### src/rtl/linear_layer_bwd.sv
// Transpose (backward) pass of a fully-connected layer: grad_in = W^T * grad_out.
// One shared multiply-accumulate unit is stepped across the weight matrix, one
// product per cycle. Handshakes are valid/ready on both sides.
module linear_layer_bwd #(
  parameter int WIDTH = 16,
  parameter int NIN   = 4,
  parameter int NOUT  = 3,
  parameter int FRAC  = 0,
  parameter logic [WIDTH*NIN*NOUT-1:0] WEIGHTS_MATRIX_FLAT = '0
) (
  input  logic                    clk,
  input  logic                    rst,
  input  logic                    in_valid,
  output logic                    in_ready,
  input  logic signed [WIDTH-1:0] grad_out [0:NOUT-1],
  output logic                    out_valid,
  input  logic                    out_ready,
  output logic signed [WIDTH-1:0] grad_in  [0:NIN-1]
);

  // Wide enough to sum NOUT full products with a guard bit, so it cannot wrap.
  localparam int ACC_W = 2*WIDTH + $clog2(NOUT) + 1;
  localparam int IW    = (NOUT > 1) ? $clog2(NOUT) : 1;
  localparam int JW    = (NIN  > 1) ? $clog2(NIN)  : 1;
  localparam logic [IW-1:0] I_LAST = IW'(NOUT-1);
  localparam logic [JW-1:0] J_LAST = JW'(NIN-1);
  localparam logic signed [ACC_W-1:0] SAT_MAX =
    {{(ACC_W-WIDTH+1){1'b0}}, {(WIDTH-1){1'b1}}};
  localparam logic signed [ACC_W-1:0] SAT_MIN =
    {{(ACC_W-WIDTH+1){1'b1}}, {(WIDTH-1){1'b0}}};

  typedef enum logic [1:0] {IDLE, COMPUTE, DONE} state_t;

  state_t                    state, state_nxt;
  logic                      accept;
  logic [IW-1:0]             i_idx;
  logic [JW-1:0]             j_idx;
  logic signed [ACC_W-1:0]   acc;
  logic signed [ACC_W-1:0]   acc_sum;
  logic signed [WIDTH-1:0]   g_p0 [0:NOUT-1];
  logic signed [WIDTH-1:0]   res  [0:NIN-1];
  logic signed [WIDTH-1:0]   wmat [0:NOUT-1][0:NIN-1];
  logic signed [WIDTH-1:0]   w_cur;
  logic signed [WIDTH-1:0]   g_cur;
  logic signed [2*WIDTH-1:0] prod;
  logic signed [WIDTH-1:0]   sat_val;
  logic                      col_end;
  logic                      last_mac;

  // Arithmetic right shift (floor) followed by clamping to the WIDTH range.
  function automatic logic signed [WIDTH-1:0] shift_sat(input logic signed [ACC_W-1:0] a);
    logic signed [ACC_W-1:0] s;
    s = a >>> FRAC;
    if (s > SAT_MAX)      return SAT_MAX[WIDTH-1:0];
    else if (s < SAT_MIN) return SAT_MIN[WIDTH-1:0];
    else                  return s[WIDTH-1:0];
  endfunction

  // Unflatten the weight constant; W[0][0] lives in the MSBs.
  for (genvar gi = 0; gi < NOUT; gi++) begin : g_row
    for (genvar gj = 0; gj < NIN; gj++) begin : g_col
      assign wmat[gi][gj] = WEIGHTS_MATRIX_FLAT[(NIN*NOUT-(gi*NIN+gj))*WIDTH-1 -: WIDTH];
    end
  end

  // MAC datapath: current weight times captured gradient, added to the running sum.
  always_comb begin
    w_cur    = wmat[i_idx][j_idx];
    g_cur    = g_p0[i_idx];
    prod     = w_cur * g_cur;
    acc_sum  = acc + $signed({{(ACC_W-2*WIDTH){prod[2*WIDTH-1]}}, prod});
    sat_val  = shift_sat(acc_sum);
    col_end  = (i_idx == I_LAST);
    last_mac = col_end && (j_idx == J_LAST);
  end

  // Next-state and handshake decode; outputs depend on state and rst only.
  always_comb begin
    state_nxt = state;
    accept    = 1'b0;
    in_ready  = (state == IDLE) && !rst;
    out_valid = (state == DONE);
    case (state)
      IDLE: begin
        if (in_valid && in_ready) begin
          accept    = 1'b1;
          state_nxt = COMPUTE;
        end
      end
      COMPUTE: begin
        if (last_mac) state_nxt = DONE;
      end
      DONE: begin
        if (out_ready) state_nxt = IDLE;
      end
      default: state_nxt = IDLE;
    endcase
  end

  // Control state, indices, accumulator and the visible result register.
  always_ff @(posedge clk or posedge rst) begin
    if (rst) begin
      state <= IDLE;
      i_idx <= '0;
      j_idx <= '0;
      acc   <= '0;
      for (int k = 0; k < NIN; k++) grad_in[k] <= '0;
    end else begin
      state <= state_nxt;
      if (accept) begin
        i_idx <= '0;
        j_idx <= '0;
        acc   <= '0;
      end else if (state == COMPUTE) begin
        if (col_end) begin
          acc   <= '0;
          i_idx <= '0;
          j_idx <= last_mac ? '0 : j_idx + 1'b1;
        end else begin
          acc   <= acc_sum;
          i_idx <= i_idx + 1'b1;
        end
        // The final column is still in flight, so take it straight from sat_val.
        if (last_mac) begin
          for (int k = 0; k < NIN; k++)
            grad_in[k] <= (JW'(k) == j_idx) ? sat_val : res[k];
        end
      end
    end
  end

  // Captured input vector and column buffer: plain data, no reset needed.
  always_ff @(posedge clk) begin
    if (accept) begin
      for (int k = 0; k < NOUT; k++) g_p0[k] <= grad_out[k];
    end
    if ((state == COMPUTE) && col_end) begin
      res[j_idx] <= sat_val;
    end
  end

endmodule

### config.mk
export PLATFORM = sky130hd
export DESIGN_NAME = linear_layer_bwd
export DESIGN_NICKNAME = d
export VERILOG_FILES = /design/src/rtl/linear_layer_bwd.sv
export SDC_FILE = /design/constraint.sdc
export NUM_CORES = 1
export LEC_CHECK = 0
export BUFFER_PORTS_ARGS = -buffer_cell sky130_fd_sc_hd__buf_2
export CAP_MARGIN = 5
export CORE_ASPECT_RATIO = 0.75
export CORE_MARGIN = 3
export CORE_UTILIZATION = 51
export CTS_CLUSTER_SIZE = 25
export DETAILED_ROUTE_END_ITERATION = 10
export PLACE_DENSITY_LB_ADDON = 0.05
export SYNTH_ARGS = -nofsm -noshare
export SYNTH_HDL_FRONTEND = slang
export SYNTH_SLANG_ARGS = --single-unit
### constraint.sdc
create_clock -name clk -period 8.52 [get_ports clk]
set_clock_uncertainty 0.15 [all_clocks]
set_input_delay 0.852 -clock clk [delete_from_list [all_inputs] [get_ports clk]]
set_output_delay 0.852 -clock clk [all_outputs]
set_load 0.02 [all_outputs]
# ---- Yosys cells after proc, flatten, opt, wreduce, memory -nomap -nowiden
# Memory sizes are Yosys's and may differ from the RTL's. A register that Yosys moved wholly into a read port is not among the register bits.
# Index checks and enable logic that the tools add are counted.
dict set report totals {
  word_cells 63
  latch_bits 0
  mem_count 2
  in_bits 52
  register_bits 41
  rom_bits 0
  ram_bits 112
  output_inout_bits 66
}
# memory words word_bits rd rd_clocked_by_memory_dff write_ports line_no
set memory_table {}
lappend memory_table {res 4 16 4 4 1 41} ;# logic signed [WIDTH-1:0] res [0:NIN-1];
lappend memory_table {g_p0 3 16 1 0 3 40} ;# logic signed [WIDTH-1:0] g_p0 [0:NOUT-1];
dict set report classes {
  eq_ne 7
  multipliers 1
  n_lt_le_gt_ge 4
  add_sub_neg 3
  bitwise 3
  n_reduce_logical 11
  mux 28
  n_shift 0
  n_div 0
}
# op n
set op_table {}
lappend op_table {{binary-select mux 64 bit (select 2 bit)} 1}
lappend op_table {{two-way mux 64 bit} 2}
lappend op_table {{two-way mux 35 bit} 3}
lappend op_table {{two-way mux 16 bit} 4}
lappend op_table {{adder 35 x 32 -> 35 bit} 1}
lappend op_table {{> comparator 35 x 16 -> 1 bit, second input constant} 1}
lappend op_table {{less-than comparator 35 x 16 -> 1 bit, second input constant} 1}
lappend op_table {{binary-select mux 16 bit (select 2 bit)} 1}
lappend op_table {{multiplier 16 x 16 -> 32 bit} 1}
lappend op_table {{two-way mux 2 bit} 10}
lappend op_table {{equality test 2 bit, second input constant} 3}
lappend op_table {{>= comparator 3 bit, second input constant} 2}
lappend op_table {{two-way mux 1 bit} 6}
lappend op_table {{NOT 2 -> 3 bit} 2}
lappend op_table {{case mux 2 bit (3 select lines)} 1}
lappend op_table {{AND reduction 3 bit} 2}
lappend op_table {{adder 2 x 1 -> 2 bit, second input constant} 2}
lappend op_table {{logical AND 1 bit} 4}
lappend op_table {{!= test 2 x 1 -> 1 bit, second input constant} 2}
lappend op_table {{nonzero test 2 bit} 2}
lappend op_table {{equality test 2 x 1 -> 1 bit, second input constant} 1}
lappend op_table {{zero test 2 bit} 1}
lappend op_table {{!= test 2 bit, second input constant} 1}
lappend op_table {{AND reduction 2 bit} 1}
lappend op_table {{other kinds (2)} 2}

# ---- Logic depth before layout (Yosys ltp)
# Gate-level depths: netlist (run 1).
dict set report depth {
  depth_word 12
  mapped_depth 22
  mapped_depth_nobuf 20
}

# ---- Worst setup path before layout (run 1)
# Ideal clock, no wire load.
dict set report synth_timing {
  path_kind {flip-flop to flip-flop}
  from {reg i_idx[0]}
  to {mem res[0][10], data pin}
  t_arrival_ns 4.700
  n_path_buf 1
  setup_slack_ns 3.407
  required_ns 8.108
  setup_ns 0.262
  stages_incl_launch_ff 21
  period_less_slack_ns 5.113
  path_cell_list {dfrtp_1 mux2i_1 nor2_1 a21oi_2 inv_1 ha_1 ha_1 ha_1 ha_1 fa_1 inv_1 fa_1 nor2b_4 o31a_4 o211ai_4 and2_4 o311a_1 nor4_1 a41o_2 buf_4 o21ai_2}
}
dict set report synth_between {
  elab_chain_len 12
  elab_cells_between_ends 14
  cone_classes {add/sub (1); mul (1); order compare (2); mux (8); bitwise (1); memory (1)}
}
# item line_no
set synth_lines {}
lappend synth_lines {{start: declaration} 36} ;# logic [IW-1:0] i_idx;
lappend synth_lines {{start signal: assignment} 121} ;# i_idx <= i_idx + 1'b1;
lappend synth_lines {{NOT 2 -> 3 bit (not written as such)} 68} ;# w_cur = wmat[i_idx][j_idx];
lappend synth_lines {{binary-select mux 64 bit (select 2 bit)} 68}
lappend synth_lines {{two-way mux 64 bit (not written as such) (2 in series)} 68}
lappend synth_lines {{binary-select mux 16 bit (select 2 bit)} 68}
lappend synth_lines {{two-way mux 16 bit (not written as such) (2 in series)} 68}
lappend synth_lines {{multiplier 16 x 16 -> 32 bit *} 70} ;# prod = w_cur * g_cur;
lappend synth_lines {{adder 35 x 32 -> 35 bit *} 71} ;# acc_sum = acc + $signed({{(ACC_W-2*WIDTH){prod[2*WIDTH-1]}}, prod});
lappend synth_lines {{less-than comparator 35 x 16 -> 1 bit} 55} ;# else if (s < SAT_MIN) return SAT_MIN[WIDTH-1:0];
lappend synth_lines {{two-way mux 16 bit} 55}
lappend synth_lines {{two-way mux 16 bit *} 54} ;# if (s > SAT_MAX) return SAT_MAX[WIDTH-1:0];
lappend synth_lines {{named net sat_val[10]} 46} ;# logic signed [WIDTH-1:0] sat_val;
lappend synth_lines {{end: declaration} 41}
# The timed path passes the listed nets; every way through them passes the cells marked *. The select of a mux whose other input is x is not followed.

# ---- Worst setup path in the final report (run 1)
dict set report layout_timing {
  from {reg i_idx[0]}
  to {mem res[1][3], data pin}
}
# The elaborated chain is that of the path after synthesis.

==> out/results.ini, run 1 <==
[status]
status = completed

[critical_path]
slowest_stage = or2_0
cp_max_fo = 20
r2r-end = res[1][3]$_DFFE_PP_
crit_top_cell = ha_1
endpoint_kind = register
worstSetupStartpointType = register
path_class = register to register
cp.arrival_ns = 6.96
r2r_slack_ns = 1.55
cp-endpoint = res[1][3]$_DFFE_PP_
crit_chain = mux2i_1 -> nor2_1 -> a21oi_2 -> inv_1 -> ha_1 -> ha_1 -> ha_1 -> ha_1 -> fa_1 -> inv_1 -> fa_1 -> nor2b_4 -> o31a_4 -> o211ai_4 -> a31oi_2 -> mux2i_1 -> or2_0 -> a31oi_2 -> o21ai_0
worstReg2RegStart = i_idx[0]$_DFFE_PP0P_
worstPathRequired_ns = 8.51
r2r_cells = 19
slowest_delay_ns = 0.82
crit_start = i_idx[0]$_DFFE_PP0P_

[grt]
antenna_found_initial = 0
busiest_layer = met1
overflow = 0
met3_usage = 0.0395
use_met2 = 0.310
use_met1 = 0.319
grt_pass1_vias = 5293
grt_first_pass_wirelength_um = 27700
grt_max_degree = 83
grtUsageTotal = 0.211

[sta]
setup_tns_ns = 0
rsz0062_at_grt = false
period_share = 0.818
tightest_slew_ns = 1.07
hold_viol = 0
setup-violations-final = 0
min_period_ns = 6.97
fmax_mhz = 144
drv_slew = 0
slew_headroom = 0.286

[clock_network]
clockBufferDepth = 2
cts_resized = 0
root_buffer = clkbuf_16
post_cts_buffers = 0
htreeDepth = 4
cts_tree = yes
clkTransAtPathRegs_ns = 0.07
cts_made_buffers = 17
clk_latency_ns = 0.42
holdBufCountCts = 0
cts.sinks = 156

[synth]
ys_types = 67
ys_seq_area_frac = 0.545
async_flop_share = 0.673
ys_ff_latch = 156
synthAdderAreaFrac = 0.104
yosysMostFrequentCell = nand2_1
synth-main-ff-cell = dfrtp_1
synth_common_cells = nand2_1 (167), dfrtp_1 (105), ha_1 (60)
synth_top_area_share = 0.344
netlist_instances = 719
synth.avg_cell_area_sq_um = 10.6
yosys.area_share.simple = 0.173
synth_area_leader_cell = dfrtp_1
synth_edf_count = 51
synthesis.area_sq_um = 7630
synthXorXnorAreaFrac = 0.0126
yosys-top-cells-area = dfrtp_1 (34%), edfxtp_1 (20%), ha_1 (9.8%)
yosysWarnings = 0
synth_compound_area_frac = 0.118
synth_top_family_by_area = simple AND/OR/NAND/NOR gates
syn-num-nets = 833
synthMuxAreaShare = 0.00804

[floorplan]
core_area_sq_um = 14500
rows = 38
pin_count = 118
dieArea_sq_um = 16500
die_height_um = 112
start_util = 0.524
dieWidth_um = 147

[placed_design]
portBuffers = 72
gp_congestion = 0.842
dp_hpwl_um = 11500

[drt]
drc = 0
ant_nets = 0
drt_first_pass_iters = 5
detail_route.vias_per_cell = 5.62
drt_iter0_markers = 391
drt-total-wl_um = 16700
wl_per_cell_um = 16.8
via_count = 5578

[run]
maxCapViolations = 0

[worst_hold_path]
hp-class = primary input to async pin

[final_layout]
antenna_cells = 0
drive_gt1_frac = 0.179
syn2layout_area_growth_pct = 13.4
nets = 894

## cell families (layout without fill, tap and decap cells)
group	count (synthesis)	in the layout
AO/OA/AOI/OAI	124	124
multiplexers	6	6
adder cells (fa/ha/maj)	62	62
AND/OR/NAND/NOR	292	292
XOR/XNOR	11	11
buffers and inverters	68	142
flip-flops	156	156
## worst min path at each step
| stage | endpoint | slack (ns) | cells after the start |
|---|---|---|---|
| after floorplan | grad_in[16]$_DFFE_PP0P_ | 0.26 | 2 |
| after global placement | grad_in[27]$_DFFE_PP0P_ | 0.27 | 2 |
| after detailed placement | grad_in[34]$_DFFE_PP0P_ | 0.27 | 2 |
| after CTS | grad_in[43]$_DFFE_PP0P_ | 0.25 | 2 |
| after global routing | grad_in[44]$_DFFE_PP0P_ | 0.26 | 2 |
| final | grad_in[44]$_DFFE_PP0P_ | 0.24 | 2 |
## layout by cell type, fill, tap and decap left out, types with 32 or more instances in the layout
master and count:
buf_2 72, dfrtp_1 105, edfxtp_1 51, ha_1 60, inv_1 32, nand2_1 166
nor2_1 39
## registers in the layout, indices dropped and copies added, names as in the netlist
name     count
i_idx        2
acc         35
state        2
grad_in     64
j_idx        2
g_p0         3
res         48
## per-layer routing
metal,wire (um),part of all wire
met5,0,0
met4,207,0.012
met3,922,0.055
met2,7280,0.44
met1,8310,0.50
## final cells by class
cell class,count,area [sq um]
fill,1254,5900
sequential,156,4160
multi-input combinational,495,3170
clock buffer,18,429
timing repair buffer,76,390
tap,200,250
inverter,34,130
clock inverter,14,125
## critical path: cells and delay by family, from the launching register on
kind            cells  cell delay [ns]
flops               1             0.42
compound gates      6             2.10
buf+inv             2             0.49
simple gates        3             1.03
fa+ha+maj           6             2.03
mux                 2             0.47
## through the flow
| step | worst slack, ns | instance area, sq um | hold WS, ns | util | std cells |
|---|---|---|---|---|---|
| finish | 1.55 | 8650 | 0.243 | 0.595 | 993 |
| global route | 1.01 | 8650 | 0.260 | 0.595 | 993 |
| CTS | 1.53 | 8650 | 0.254 | 0.595 | 993 |
| detailed placement | 1.55 | 8100 | 0.274 | 0.557 | 961 |
| global placement | 1.78 | 8100 | 0.274 | 0.557 | 961 |
| floorplan | 3.41 | 7630 | 0.265 | - | 719 |
Power of run 1 is not shown: default switching activity piles up to over one toggle a cycle in this logic, so the estimate is an artifact.
==> run 2, diff against run 1 <==
==> constraint.sdc (replaced) <==
create_clock -name clk -period 7 [get_ports clk]
set_clock_uncertainty 0.15 [all_clocks]
set_input_delay 0.7 -clock clk [delete_from_list [all_inputs] [get_ports clk]]
set_output_delay 0.7 -clock clk [all_outputs]
set_load 0.02 [all_outputs]
==> run 2 against run 1 <==
Against the previous run: sequential share of layout area fell by 0.24 points; routed wire length barely moved; final area rose by 0.49%; critical path depth fell by 1; utilization rose by 0.29 points; worst hold slack got worse by 0.083 ns; critical endpoint unchanged; sequential cell count did not move; die area did not move; global-route usage fell by 0.079 points.
==> out/results.ini, run 2 (synthesized netlist as in run 1, its figures left out) <==
[final_layout]
largest-register = grad_in
fin_area_sq_um = 8690
syn2layout_area_growth_pct = 14.0
final_cells = 997
largest_register_ffs = 64
reg_top3 = grad_in x64, res x48, acc x35
drive_gt1_frac = 0.183
antenna_cells = 0
nets = 898
multiInputGateArea_sq_um = 3170
final_util = 0.598
final_cell_mix = nand2_1 (166), dfrtp_1 (105), buf_2 (72), ha_1 (60), edfxtp_1 (51)
final_common_cell = nand2_1
seq_area_sq_um = 4160
num-fill-cells = 1245

[sta]
min_period_ns = 5.71
rsz0062_at_grt = false
drv_slew = 0
period_share = 0.816
slew_headroom = 0.277
fmax_mhz = 175
tightest_slew_ns = 1.08
setup_tns_ns = 0
setup-violations-final = 0
hold_viol = 0

[grt]
overflow = 0
antenna_found_initial = 0
grt_pass1_vias = 5353
grt_max_degree = 70
grtUsageTotal = 0.210
grt_first_pass_wirelength_um = 27600

[clock_network]
clk_latency_ns = 0.41
cts_resized = 0
holdBufCountCts = 0
cts_made_buffers = 17
clockBufferDepth = 2
cts.sinks = 156
cts_tree = yes
post_cts_buffers = 0
clkTransAtPathRegs_ns = 0.07
root_buffer = clkbuf_16
htreeDepth = 4

[floorplan]
die_height_um = 112
dieWidth_um = 147
rows = 38
start_util = 0.524
pin_count = 118
core_area_sq_um = 14500
dieArea_sq_um = 16500

[critical_path]
cp.arrival_ns = 5.64
endpoint_kind = register
cp_max_fo = 18
path_class = register to register
worstSetupStartpointType = register
worstPathRequired_ns = 6.93

[placed_design]
place_inst = 965
portBuffers = 72
gp_congestion = 0.860
placed_cell_area_sq_um = 8130
dp_hpwl_um = 11800

[drt]
drc = 0
via_count = 5617
detail_route.vias_per_cell = 5.63
ant_nets = 0
wl_per_cell_um = 16.8
drt_first_pass_iters = 5
drt_iter0_markers = 414
drt-total-wl_um = 16700

[worst_hold_path]
hp-class = primary input to async pin

[run]
maxCapViolations = 0

[status]
status = completed

run 2: changes by cell type in the layout (fill, tap and decap cells not counted):
cell,delta
buf_4,+4
clkinv_4,-1
inv_8,-1
inv_6,-2
clkinv_2,+1
bufinv_16,+1
clkinvlp_4,+2
run 2: final cells by class:
class | count | area share
Tap cell | 200 | 0.0288
Clock buffer | 18 | 0.0494
Timing Repair Buffer | 80 | 0.0484
Multi-Input combinational cell | 495 | 0.364
Clock inverter | 14 | 0.0158
Sequential cell | 156 | 0.478
Inverter | 34 | 0.0150
run 2: final timing paths:
path / start / end / slack [ns] / cells past startpoint
worst max-delay path: i_idx[0]$_DFFE_PP0P_ / res[1][3]$_DFFE_PP_ / 1.29 / 18
worst min-delay path: rst / grad_in[58]$_DFFE_PP0P_ / 0.16 / 2
worst max register to register: i_idx[0]$_DFFE_PP0P_ / res[1][3]$_DFFE_PP_ / 1.29 / 18
worst min register to register: res[0][1]$_DFFE_PP_ / grad_in[49]$_DFFE_PP0P_ / 0.29 / 2
max in group asynchronous: rst / grad_in[31]$_DFFE_PP0P_ / 5.28 / 3
min in group clk: res[0][1]$_DFFE_PP_ / grad_in[49]$_DFFE_PP0P_ / 0.29 / 2
run 2: layer usage:
layer / track usage / share of wire / vias to the layer above
met5: 0 / 0 / -
met4: 0.0615 / 0.015 / 0
met3: 0.0346 / 0.053 / 28
met2: 0.309 / 0.44 / 153
met1: 0.322 / 0.49 / 2764
li1: - / - / 2672
run 2: through the flow:
step / hold slack [ns] / setup WS (ns)
2_1_floorplan: 0.265 / 1.89
3_3_place_gp: 0.270 / 1.35
3_5_place_dp: 0.274 / 1.31
4_1_cts: 0.182 / 1.27
5_1_grt: 0.198 / 0.990
6_report: 0.161 / 1.29
run 2: worst max-delay path: stages, from the launching register on:
cell and delay [ns]:
dfrtp_1 0.42, mux2i_1 0.20, nor2_1 0.06, a21oi_2 0.26, inv_1 0.10, ha_1 0.19, ha_1 0.18, ha_1 0.28
ha_1 0.20, fa_1 0.54, inv_1 0.07, fa_1 0.50, xnor2_1 0.21, or4_1 0.41, nor4_1 0.28, nand4_1 0.19
nor4_1 0.29, a41o_2 0.52, o21ai_0 0.32
Power of run 2 is left out for the same reason.
==> run 3, diff against run 2 <==
==> constraint.sdc (replaced) <==
create_clock -name clk -period 5.95 [get_ports clk]
set_clock_uncertainty 0.15 [all_clocks]
set_input_delay 0.595 -clock clk [delete_from_list [all_inputs] [get_ports clk]]
set_output_delay 0.595 -clock clk [all_outputs]
set_load 0.02 [all_outputs]
==> run 3 against run 2 <==
Against the previous run: via count is 0.27% lower; fmax rose by 3.5%; cell count rose by 0.50%; die area unchanged; sequential share of layout area is 0.46 points lower; worst hold slack got worse by 0.11 ns; global-route usage is 0.75 points higher; setup slack worse by 0.86 ns; utilization rose by 0.58 points; final area is 0.96% higher; routed wire length rose by 1.9%; critical endpoint is now res[0][15]$_DFFE_PP_; largest cell class unchanged.
==> out/results.ini, run 3 (synthesized netlist as in run 1, its figures left out) <==
[drt]
drt_iter0_markers = 406
detail_route.vias_per_cell = 5.59
wl_per_cell_um = 17.0
via_count = 5602
drt_first_pass_iters = 6
ant_nets = 0
drt-total-wl_um = 17000
drc = 0

[sta]
rsz0062_at_grt = false
slew_headroom = 0.341
tightest_slew_ns = 0.985
hold_ws_ns = 0.0505
min_period_ns = 5.52
fmax_mhz = 181
drv_slew = 0
setup-violations-final = 0
worst_slack_ns = 0.429
period_share = 0.928
hold_viol = 0
setup_tns_ns = 0

[final_layout]
reg_top3 = grad_in x64, res x48, acc x35
drive_gt1_frac = 0.190
final_cell_mix = nand2_1 (166), dfrtp_1 (105), buf_2 (72), ha_1 (60), edfxtp_1 (51)
largest_register_ffs = 64
syn2layout_area_growth_pct = 15.1
nets = 903
final_common_cell = nand2_1
antenna_cells = 0
largest-register = grad_in

[critical_path]
crit_top_cell = ha_1
r2r_slack_ns = 0.43
worstSetupStartpointType = register
path_class = register to register
crit_chain = mux2i_1 -> nor2_1 -> a21oi_2 -> inv_1 -> ha_1 -> ha_1 -> ha_1 -> ha_1 -> fa_1 -> inv_1 -> fa_1 -> xnor2_1 -> or4_1 -> nor4_1 -> nand4_1 -> nor4_1 -> a41o_2 -> buf_4 -> o21a_1
slowest_delay_ns = 0.53
worstPathRequired_ns = 6.06
endpoint_kind = register
worstReg2RegStart = i_idx[0]$_DFFE_PP0P_
cp.arrival_ns = 5.63
r2r-end = res[0][15]$_DFFE_PP_
slowest_stage = fa_1
r2r_cells = 19
cp_max_fo = 16

[grt]
use_met1 = 0.324
antenna_found_initial = 0
grtUsageTotal = 0.217
grt_max_degree = 71
busiest_layer = met1
overflow = 0
use_met2 = 0.324
met3_usage = 0.0468
grt_pass1_vias = 5624
grt_first_pass_wirelength_um = 28600

[status]
status = completed

[placed_design]
pre_cts_slack_ns = 0.491
gp_congestion = 0.834
dp_hpwl_um = 12200
portBuffers = 72

[floorplan]
start_util = 0.524
pin_count = 118
rows = 38
dieArea_sq_um = 16500
die_height_um = 112
dieWidth_um = 147
core_area_sq_um = 14500

[clock_network]
clockBufferDepth = 2
cts_tree = yes
cts_made_buffers = 17
clkTransAtPathRegs_ns = 0.07
clk_latency_ns = 0.42
cts.sinks = 156
htreeDepth = 4
root_buffer = clkbuf_16
cts_resized = 0
post_cts_buffers = 0
holdBufCountCts = 0

[run]
maxCapViolations = 0

[worst_hold_path]
hp-class = primary input to async pin

==> run 3: cell types whose count changed in the layout (fill, tap and decap cells not counted), sizes merged <==
cell	delta
clkbuf	-1
buf	+5
inv	+2
clkinvlp	-3
clkinv	+2
==> run 3: worst max path at each step <==
| stage | startpoint | to | slack [ns] |
|---|---|---|---|
| floorplan | i_idx[0]$_DFFE_PP0P_ | res[0][10]$_DFFE_PP_ | 0.84 |
| global placement | i_idx[0]$_DFFE_PP0P_ | res[0][0]$_DFFE_PP_ | 0.66 |
| detailed placement | i_idx[0]$_DFFE_PP0P_ | res[0][4]$_DFFE_PP_ | 0.49 |
| CTS | i_idx[0]$_DFFE_PP0P_ | res[0][4]$_DFFE_PP_ | 0.44 |
| global route | i_idx[0]$_DFFE_PP0P_ | res[2][4]$_DFFE_PP_ | 0.08 |
| finish | i_idx[0]$_DFFE_PP0P_ | res[0][15]$_DFFE_PP_ | 0.43 |
==> run 3: critical path, delay by kind of cell, from the launching register on <==
kind                     cells  cell delay [ns]
AND/OR/NAND/NOR              5             1.36
adder cells (fa/ha/maj)      6             1.89
multiplexers                 1             0.20
buffers and inverters        3             0.36
XOR/XNOR                     1             0.22
AO/OA/AOI/OAI                3             0.77
flip-flops                   1             0.42
==> run 3: metrics by stage <==
stage / utilization / std cells / area, sq um
floorplan: - / 719 / 7630
global placement: 0.562 / 970 / 8180
detailed placement: 0.562 / 970 / 8180
CTS: 0.603 / 1002 / 8780
global route: 0.603 / 1002 / 8780
finish: 0.603 / 1002 / 8780
==> run 3: metal layers <==
layer | vias up | routed length [um]
li1 | 2680 | -
met1 | 2717 | 8220
met2 | 186 | 7610
met3 | 19 | 1010
met4 | 0 | 200
met5 | - | 0
==> run 3: area by class of cell <==
class	instances	area [sq um]
clock inverter	15	175
sequential	156	4160
clock buffer	17	425
timing repair buffer	85	470
inverter	34	130
tap	200	250
multi-input combinational	495	3170
fill	1247	5770
Power of run 3 is left out for the same reason.
